==> config.mk <==
export PLATFORM = sky130hd
export DESIGN_NAME = mac_stream_producer_flat
export DESIGN_NICKNAME = d
export VERILOG_FILES = /design/src/rtl/mac_stream_producer_if.sv /design/src/rtl/mac_stream_producer.sv /design/src/flat_wrapper.sv
export SDC_FILE = /design/constraint.sdc
export NUM_CORES = 1
export LEC_CHECK = 0
export CAP_MARGIN = 0
export CELL_PAD_IN_SITES_DETAIL_PLACEMENT = 1
export CELL_PAD_IN_SITES_GLOBAL_PLACEMENT = 1
export CORE_UTILIZATION = 48
export CTS_CLUSTER_DIAMETER = 30
export CTS_CLUSTER_SIZE = 16
export DETAILED_ROUTE_END_ITERATION = 10
export PLACE_DENSITY_LB_ADDON = 0.1
export REMOVE_ABC_BUFFERS = 1
export SETUP_SLACK_MARGIN = 0.4
export SYNTH_ARGS = -nofsm -noshare
export SYNTH_HDL_FRONTEND = slang
export SYNTH_SLANG_ARGS = --single-unit
export TNS_END_PERCENT = 100
==> constraint.sdc <==
create_clock -name clk -period 7.3 [get_ports clk]
set_input_delay 2.19 -clock clk [delete_from_list [all_inputs] [get_ports clk]]
set_output_delay 2.19 -clock clk [all_outputs]
set_load 0.01 [all_outputs]
==> src/rtl/mac_stream_producer_if.sv <==
`timescale 1ns/1ps
// ---------------------------------------------------------------------------
// mac_stream_producer_if
// Bundles the operand stream and the FIFO write side of mac_stream_producer.
//
// Handshake: a pair moves on a rising clk edge where INPUT_TVALID and
// INPUT_TREADY are both 1. TREADY never depends on TVALID. Once a pair is
// offered, TVALID and TDATA are held until that edge.
//
//   INPUT_TDATA   {a, b}, a in the high half, both signed
//   INPUT_TVALID  operand pair valid
//   INPUT_TREADY  producer can take a pair this cycle
//   capacity      free slots reported by the FIFO
//   data_out      saturated dot product, valid while wr_en=1
//   wr_en         single-cycle FIFO write strobe
//   sat_flag      result was clipped, high only together with wr_en
//
// slave  : the producer's view
// master : the environment's view (operand source + FIFO)
// ---------------------------------------------------------------------------
interface mac_stream_producer_if #(
    parameter int INW   = 14,
    parameter int OUTW  = 28,
    parameter int DEPTH = 8
);
    localparam int CAPW = $clog2(DEPTH + 1);

    logic [2*INW-1:0] INPUT_TDATA;
    logic             INPUT_TVALID;
    logic             INPUT_TREADY;
    logic [CAPW-1:0]  capacity;
    logic [OUTW-1:0]  data_out;
    logic             wr_en;
    logic             sat_flag;

    modport slave (
        input  INPUT_TDATA,
        input  INPUT_TVALID,
        input  capacity,
        output INPUT_TREADY,
        output data_out,
        output wr_en,
        output sat_flag
    );

    modport master (
        output INPUT_TDATA,
        output INPUT_TVALID,
        output capacity,
        input  INPUT_TREADY,
        input  data_out,
        input  wr_en,
        input  sat_flag
    );
endinterface

==> src/rtl/mac_stream_producer.sv <==
`timescale 1ns/1ps
// ---------------------------------------------------------------------------
// mac_stream_producer
// Takes signed operand pairs and produces one saturated dot product per
// VECLEN pairs through a 3-stage multiply-accumulate pipeline, writing
// each result into a downstream FIFO with a one-cycle wr_en pulse.
// A FIFO slot is reserved when the first element of a vector is accepted,
// so a result can never meet a full FIFO and nothing is ever dropped.
//
// Ports:
//   clk        rising-edge clock
//   reset      synchronous, active-high
//   bus        mac_stream_producer_if.slave (operand stream + FIFO write)
//   dbg_state  current control FSM state (0=WAIT0, 1=WAIT1, 2=RUN)
//
// Latency: handshake of the last element in cycle H -> wr_en in H+3.
// Assumes ACCW >= OUTW (true for the default parameters).
// ---------------------------------------------------------------------------
module mac_stream_producer #(
    parameter int INW    = 14,
    parameter int OUTW   = 28,
    parameter int DEPTH  = 8,
    parameter int VECLEN = 4
) (
    input  logic                 clk,
    input  logic                 reset,
    mac_stream_producer_if.slave bus,
    output logic [1:0]           dbg_state
);
    localparam int CAPW  = $clog2(DEPTH + 1);
    localparam int CNTW  = (VECLEN > 1) ? $clog2(VECLEN) : 1;
    localparam int PRODW = 2 * INW;
    localparam int ACCW  = 2 * INW + $clog2(VECLEN) + 1;
    localparam logic [CNTW-1:0] LAST_IDX = CNTW'(VECLEN - 1);

    typedef enum logic [1:0] {
        ST_WAIT0 = 2'd0,
        ST_WAIT1 = 2'd1,
        ST_RUN   = 2'd2
    } state_e;

    state_e state_q, state_d;

    logic in_ready;
    logic hs;
    logic elem_first;
    logic elem_last;

    logic [CNTW-1:0] elem_cnt_q, elem_cnt_d;
    logic [CAPW-1:0] inflight_q, inflight_d;

    // Stage 1: operands
    logic                   s1_valid_q, s1_valid_d;
    logic                   s1_last_q, s1_last_d;
    logic signed [INW-1:0]  s1_a_q, s1_a_d;
    logic signed [INW-1:0]  s1_b_q, s1_b_d;

    // Stage 2: full-precision product
    logic                   s2_valid_q, s2_valid_d;
    logic                   s2_last_q, s2_last_d;
    logic signed [PRODW-1:0] s2_prod_q, s2_prod_d;

    // Stage 3: accumulator and FIFO write
    logic signed [ACCW-1:0] acc_q, acc_d;
    logic signed [ACCW-1:0] sum;
    logic                   fits;
    logic [OUTW-1:0]        sat_val;
    logic [OUTW-1:0]        data_out_q, data_out_d;
    logic                   wr_en_q, wr_en_d;
    logic                   sat_flag_q, sat_flag_d;

    // ---------------- control FSM: state register ----------------
    always_ff @(posedge clk) begin
        if (reset) begin
            state_q <= ST_WAIT0;
        end else begin
            state_q <= state_d;
        end
    end

    // ---------------- control FSM: next state ----------------
    // The two wait cycles give the FIFO time to publish a valid capacity.
    always_comb begin
        state_d = state_q;
        case (state_q)
            ST_WAIT0: state_d = ST_WAIT1;
            ST_WAIT1: state_d = ST_RUN;
            ST_RUN:   state_d = ST_RUN;
            default:  state_d = ST_WAIT0;
        endcase
    end

    // ---------------- control FSM: outputs ----------------
    // Non-first elements already own a slot, so only the first element of
    // a vector checks the FIFO credit. No path from TVALID.
    always_comb begin
        in_ready = 1'b0;
        if (state_q == ST_RUN) begin
            in_ready = (elem_cnt_q != '0) || (bus.capacity > inflight_q);
        end
    end

    // ---------------- element counter and slot reservation ----------------
    always_comb begin
        hs         = bus.INPUT_TVALID && in_ready;
        elem_first = (elem_cnt_q == '0);
        elem_last  = (elem_cnt_q == LAST_IDX);

        elem_cnt_d = elem_cnt_q;
        if (hs) begin
            elem_cnt_d = elem_last ? '0 : elem_cnt_q + CNTW'(1);
        end

        // A reservation and a write in the same cycle cancel out.
        inflight_d = inflight_q;
        case ({hs && elem_first, wr_en_q})
            2'b10:   inflight_d = inflight_q + CAPW'(1);
            2'b01:   inflight_d = inflight_q - CAPW'(1);
            default: inflight_d = inflight_q;
        endcase
    end

    // ---------------- pipeline datapath ----------------
    always_comb begin
        // Stage 1: operand registers only load on a handshake.
        s1_valid_d = hs;
        s1_last_d  = hs ? elem_last : s1_last_q;
        s1_a_d     = hs ? $signed(bus.INPUT_TDATA[2*INW-1:INW]) : s1_a_q;
        s1_b_d     = hs ? $signed(bus.INPUT_TDATA[INW-1:0])     : s1_b_q;

        // Stage 2
        s2_valid_d = s1_valid_q;
        s2_last_d  = s1_last_q;
        s2_prod_d  = PRODW'(s1_a_q) * PRODW'(s1_b_q);

        // Stage 3
        sum = acc_q + $signed({{(ACCW-PRODW){s2_prod_q[PRODW-1]}}, s2_prod_q});

        // The sum fits OUTW bits when everything above the OUTW sign bit
        // is a copy of it.
        fits = (&sum[ACCW-1:OUTW-1]) || (~|sum[ACCW-1:OUTW-1]);
        if (fits) begin
            sat_val = sum[OUTW-1:0];
        end else if (sum[ACCW-1]) begin
            sat_val = {1'b1, {(OUTW-1){1'b0}}};
        end else begin
            sat_val = {1'b0, {(OUTW-1){1'b1}}};
        end

        acc_d      = acc_q;
        wr_en_d    = 1'b0;
        sat_flag_d = 1'b0;
        data_out_d = data_out_q;
        if (s2_valid_q) begin
            if (s2_last_q) begin
                acc_d      = '0;
                wr_en_d    = 1'b1;
                data_out_d = sat_val;
                sat_flag_d = ~fits;
            end else begin
                acc_d = sum;
            end
        end
    end

    // ---------------- datapath registers ----------------
    always_ff @(posedge clk) begin
        if (reset) begin
            elem_cnt_q <= '0;
            inflight_q <= '0;
            s1_valid_q <= 1'b0;
            s1_last_q  <= 1'b0;
            s1_a_q     <= '0;
            s1_b_q     <= '0;
            s2_valid_q <= 1'b0;
            s2_last_q  <= 1'b0;
            s2_prod_q  <= '0;
            acc_q      <= '0;
            data_out_q <= '0;
            wr_en_q    <= 1'b0;
            sat_flag_q <= 1'b0;
        end else begin
            elem_cnt_q <= elem_cnt_d;
            inflight_q <= inflight_d;
            s1_valid_q <= s1_valid_d;
            s1_last_q  <= s1_last_d;
            s1_a_q     <= s1_a_d;
            s1_b_q     <= s1_b_d;
            s2_valid_q <= s2_valid_d;
            s2_last_q  <= s2_last_d;
            s2_prod_q  <= s2_prod_d;
            acc_q      <= acc_d;
            data_out_q <= data_out_d;
            wr_en_q    <= wr_en_d;
            sat_flag_q <= sat_flag_d;
        end
    end

    // ---------------- outputs ----------------
    assign bus.INPUT_TREADY = in_ready;
    assign bus.data_out     = data_out_q;
    assign bus.wr_en        = wr_en_q;
    assign bus.sat_flag     = sat_flag_q;
    assign dbg_state        = state_q;

endmodule

==> src/flat_wrapper.sv <==
// flat-port wrapper written by rule: the top's interface ports become plain ports
module mac_stream_producer_flat 
#(
    parameter int INW    = 14,
    parameter int OUTW   = 28,
    parameter int DEPTH  = 8,
    parameter int VECLEN = 4
)
  (clk, reset, dbg_state, bus_INPUT_TDATA, bus_INPUT_TVALID, bus_capacity, bus_INPUT_TREADY, bus_data_out, bus_wr_en, bus_sat_flag);
  mac_stream_producer_if #(.INW(INW), .OUTW(OUTW), .DEPTH(DEPTH)) bus_i ();
  input  logic clk;
  input  logic reset;
  output logic [1:0] dbg_state;
  input wire logic [$bits(bus_i.INPUT_TDATA)-1:0] bus_INPUT_TDATA;
  input wire logic [$bits(bus_i.INPUT_TVALID)-1:0] bus_INPUT_TVALID;
  input wire logic [$bits(bus_i.capacity)-1:0] bus_capacity;
  output wire logic [$bits(bus_i.INPUT_TREADY)-1:0] bus_INPUT_TREADY;
  output wire logic [$bits(bus_i.data_out)-1:0] bus_data_out;
  output wire logic [$bits(bus_i.wr_en)-1:0] bus_wr_en;
  output wire logic [$bits(bus_i.sat_flag)-1:0] bus_sat_flag;
  assign bus_i.INPUT_TDATA = bus_INPUT_TDATA;
  assign bus_i.INPUT_TVALID = bus_INPUT_TVALID;
  assign bus_i.capacity = bus_capacity;
  assign bus_INPUT_TREADY = bus_i.INPUT_TREADY;
  assign bus_data_out = bus_i.data_out;
  assign bus_wr_en = bus_i.wr_en;
  assign bus_sat_flag = bus_i.sat_flag;
  mac_stream_producer #(.INW(INW), .OUTW(OUTW), .DEPTH(DEPTH), .VECLEN(VECLEN)) u_core (.clk(clk), .reset(reset), .bus(bus_i), .dbg_state(dbg_state));
endmodule
==> metrics.cfg <==
[placed_design]
placed_area_um2=14700
place_congestion=0.833
port_buffers=67
hpwlAfterDp_um=26100

[clock_tree]
cts-buffers-inserted=17
cts_hold_buf=0
h-tree-depth=4
clk_pin_slew_ps=70
cts_buffer_depth=2
post_cts_resized=0
cts_root_buf=clkbuf_16
postCtsSetupRepairBufs=0
clkLatencyLatePin_ps=440
cts_tree=yes
cts.sinks=129

[synthesis]
yosysMostFrequentCell=inv_1
yosysTopAreaCell=fa_1
ys_top_cells_by_count=255 x inv_1, 197 x fa_1, 167 x nand2_1, 129 x dfxtp_1, 121 x and2_1
async_reset_ff_share_pct=0
synthCells=1546
synthesis.area_um2=13800
synth.top_cell.area_share_pct=28.5
ys_seq_elements=129
avgSynthCellArea_um2=8.94
synth_warnings=0
synthFlopType=dfxtp_1
synth_cell_types=68
synth_edf_count=0
ys_seq_area_share_pct=18.7
synth.top_cells.by_area=fa_1 29%, dfxtp_1 19%, ha_1 9.8%

[setup_path]
critPathCaptureType=output port
rr_worst_depth=19
r2r_slack_ps=790
setup.worst_path.class=in2out
arrival_ps=4320
critPathMaxFanout=3
critPathRequiredTime_ps=5110
critPathLaunchType=primary input

[global_routing]
grtUsageTotal_pct=24.7
grt_max_degree=60
gr-total-overflow=0
antenna_found_initial=0
grt_pass1_wl_um=57200
grt_pass1_vias=11600

[sta]
period_needed_ps=6510
rsz0062_at_grt=false
slew_violations=0
fin_hold_ws_ps=432
fmax_mhz=154
post-route-period-util_pct=89.2
tns_ps=0
slew_headroom_pct=22.8
finalHoldViolations=0
fin_worst_skew_ps=21.5
finalSetupViolations=0
worst_slew_pin_slew_ps=1160

[status]
status=finished, final reports clean

[routing]
wl_um=33300
drc_errors=0
drtAntennaViolNets=0
drtPass1Iterations=4
vias_per_cell=5.30
routedWlPerCell_um=17.0
drt-initial-drc-count=380
via_count=10400

[power]
cellPowerDensity_nw_per_um2=118
pwr-share-seq_pct=41.6
pwr-share-comb_pct=9.1
p_int_w=0.00128
switching_share_pct=28.8
pwr-share-clk_pct=49.4
switching_power_w=0.000519
vdd_drop_max_mv=0.143
p_leak_nw=7.14

[finish]
layout.nets=1911
finalInstanceArea_um2=15300
fillCellCount=3315
areaGrowthSynthToFinish_pct=10.9
drive_above_1_share_pct=5.05
finish.utilization_pct=54.6
antenna_cells=0
seqCellArea_um2=2580
multi_input_area_um2=10000

[die]
dieArea_um2=29500
die_h_um=172
die_w_um=172
rows=61
initial_utilization_pct=49.2
io_pins=68
core_um2=28100

[flow_run]
drv_cap=0

[worst_hold_path]
whs_path_depth=1
min_path_type=reg2reg

-- final cells by class --
class / count / share of cell area [%]
Clock buffer: 18 / 2.87
Clock inverter: 14 / 1.05
Inverter: 256 / 6.27
Multi-Input combinational cell: 1095 / 65.3
Sequential cell: 129 / 16.8
Tap cell: 378 / 3.09
Timing Repair Buffer: 72 / 4.60
-- path summary, 6_finish.rpt --
path | startpoint | endpoint
hold / removal | u_core.s1_valid_q | u_core.s2_valid_q
setup reg to reg | u_core.s1_a_q[13] | u_core.s2_prod_q[26]
setup / recovery | bus_capacity[1] | bus_INPUT_TREADY
hold reg to reg | u_core.s1_valid_q | u_core.s2_valid_q
-- state kept, by name, indices dropped and copies added, names as in the netlist, 2 cells and up --
register             cells
u_core.acc_q            31
u_core.bus.data_out     28
u_core.s2_prod_q        28
u_core.s1_a_q           14
u_core.s1_b_q           14
u_core.inflight_q        4
u_core.dbg_state         2
u_core.elem_cnt_q        2
-- layer usage --
metal	track usage [%]	vias up	part of all wire, %	wire [um]
li1	-	4963	-	-
met1	31.6	5256	46	15300
met2	44.4	159	50	16600
met3	3.01	29	2.7	908
met4	5.05	0	1.3	427
met5	0	-	0	0
-- metrics by stage --
step / total power [W] / instances / setup WS, ps
final: 0.00180 / 1962 / 786
after global routing: 0.00188 / 1962 / 470
after floorplan: 0.000848 / 1480 / 1580
after global placement: 0.000923 / 1930 / 849
after CTS: 0.00183 / 1962 / 737
after detailed placement: 0.000930 / 1930 / 763
-- power groups by stage --
stage | combinational [W] | clock [W] | sequential (W)
finish | 0.000163 | 0.000890 | 0.000749
global route | 0.000186 | 0.000943 | 0.000752
detailed placement | 0.000164 | 0 | 0.000765
floorplan | 0.0000986 | 0 | 0.000750
CTS | 0.000166 | 0.000914 | 0.000749
global placement | 0.000159 | 0 | 0.000765
-- cells by family after synthesis --
family,after synthesis,share of synthesized area [%]
AOI/OAI and AO/OA,255,13.5
buffers and inverters,322,8.93
adders and majority gates,305,38.3
and+or+nand+nor,476,16.6
muxes,5,0.416
DFF,129,18.7
xor gates and xnor gates,54,3.53
-- placed cells by master, fill, tap and decap left out, types with 5 or more instances in the layout --
| cell | count |
|---|---|
| dfxtp_1 | 129 |
| fa_1 | 197 |
| a211oi_2 | 9 |
| xor2_1 | 25 |
| o2bb2ai_1 | 11 |
| a31oi_1 | 5 |
| inv_1 | 255 |
| o21a_1 | 8 |
| clkdlybuf4s50_1 | 66 |
| nand3_1 | 9 |
| a22oi_1 | 10 |
| o21bai_1 | 6 |
| inv_6 | 5 |
| xnor2_1 | 27 |
| nor3_1 | 8 |
| nand2_1 | 167 |
| a2bb2oi_1 | 9 |
| buf_4 | 6 |
| clkbuf_16 | 17 |
| ha_1 | 108 |
| a211oi_1 | 9 |
| and2_1 | 120 |
| a311oi_2 | 13 |
| o211ai_1 | 7 |
| o21ai_0 | 36 |
| a21oi_1 | 82 |
| nor2b_1 | 16 |
| nand2b_1 | 15 |
| nor2_1 | 107 |
| a21o_1 | 18 |
| and3_1 | 9 |
| inv_8 | 5 |
-- critical path, stage by stage --
cell and delay [ps]:
clkdlybuf4s50_1 400, ha_1 290, nor2b_1 120, o21ai_0 90
nand2b_1 80, a21oi_1 60, a41o_1 200, a21boi_0 280
clkdlybuf4s50_1 610
Power figures use the tool's default switching activity.
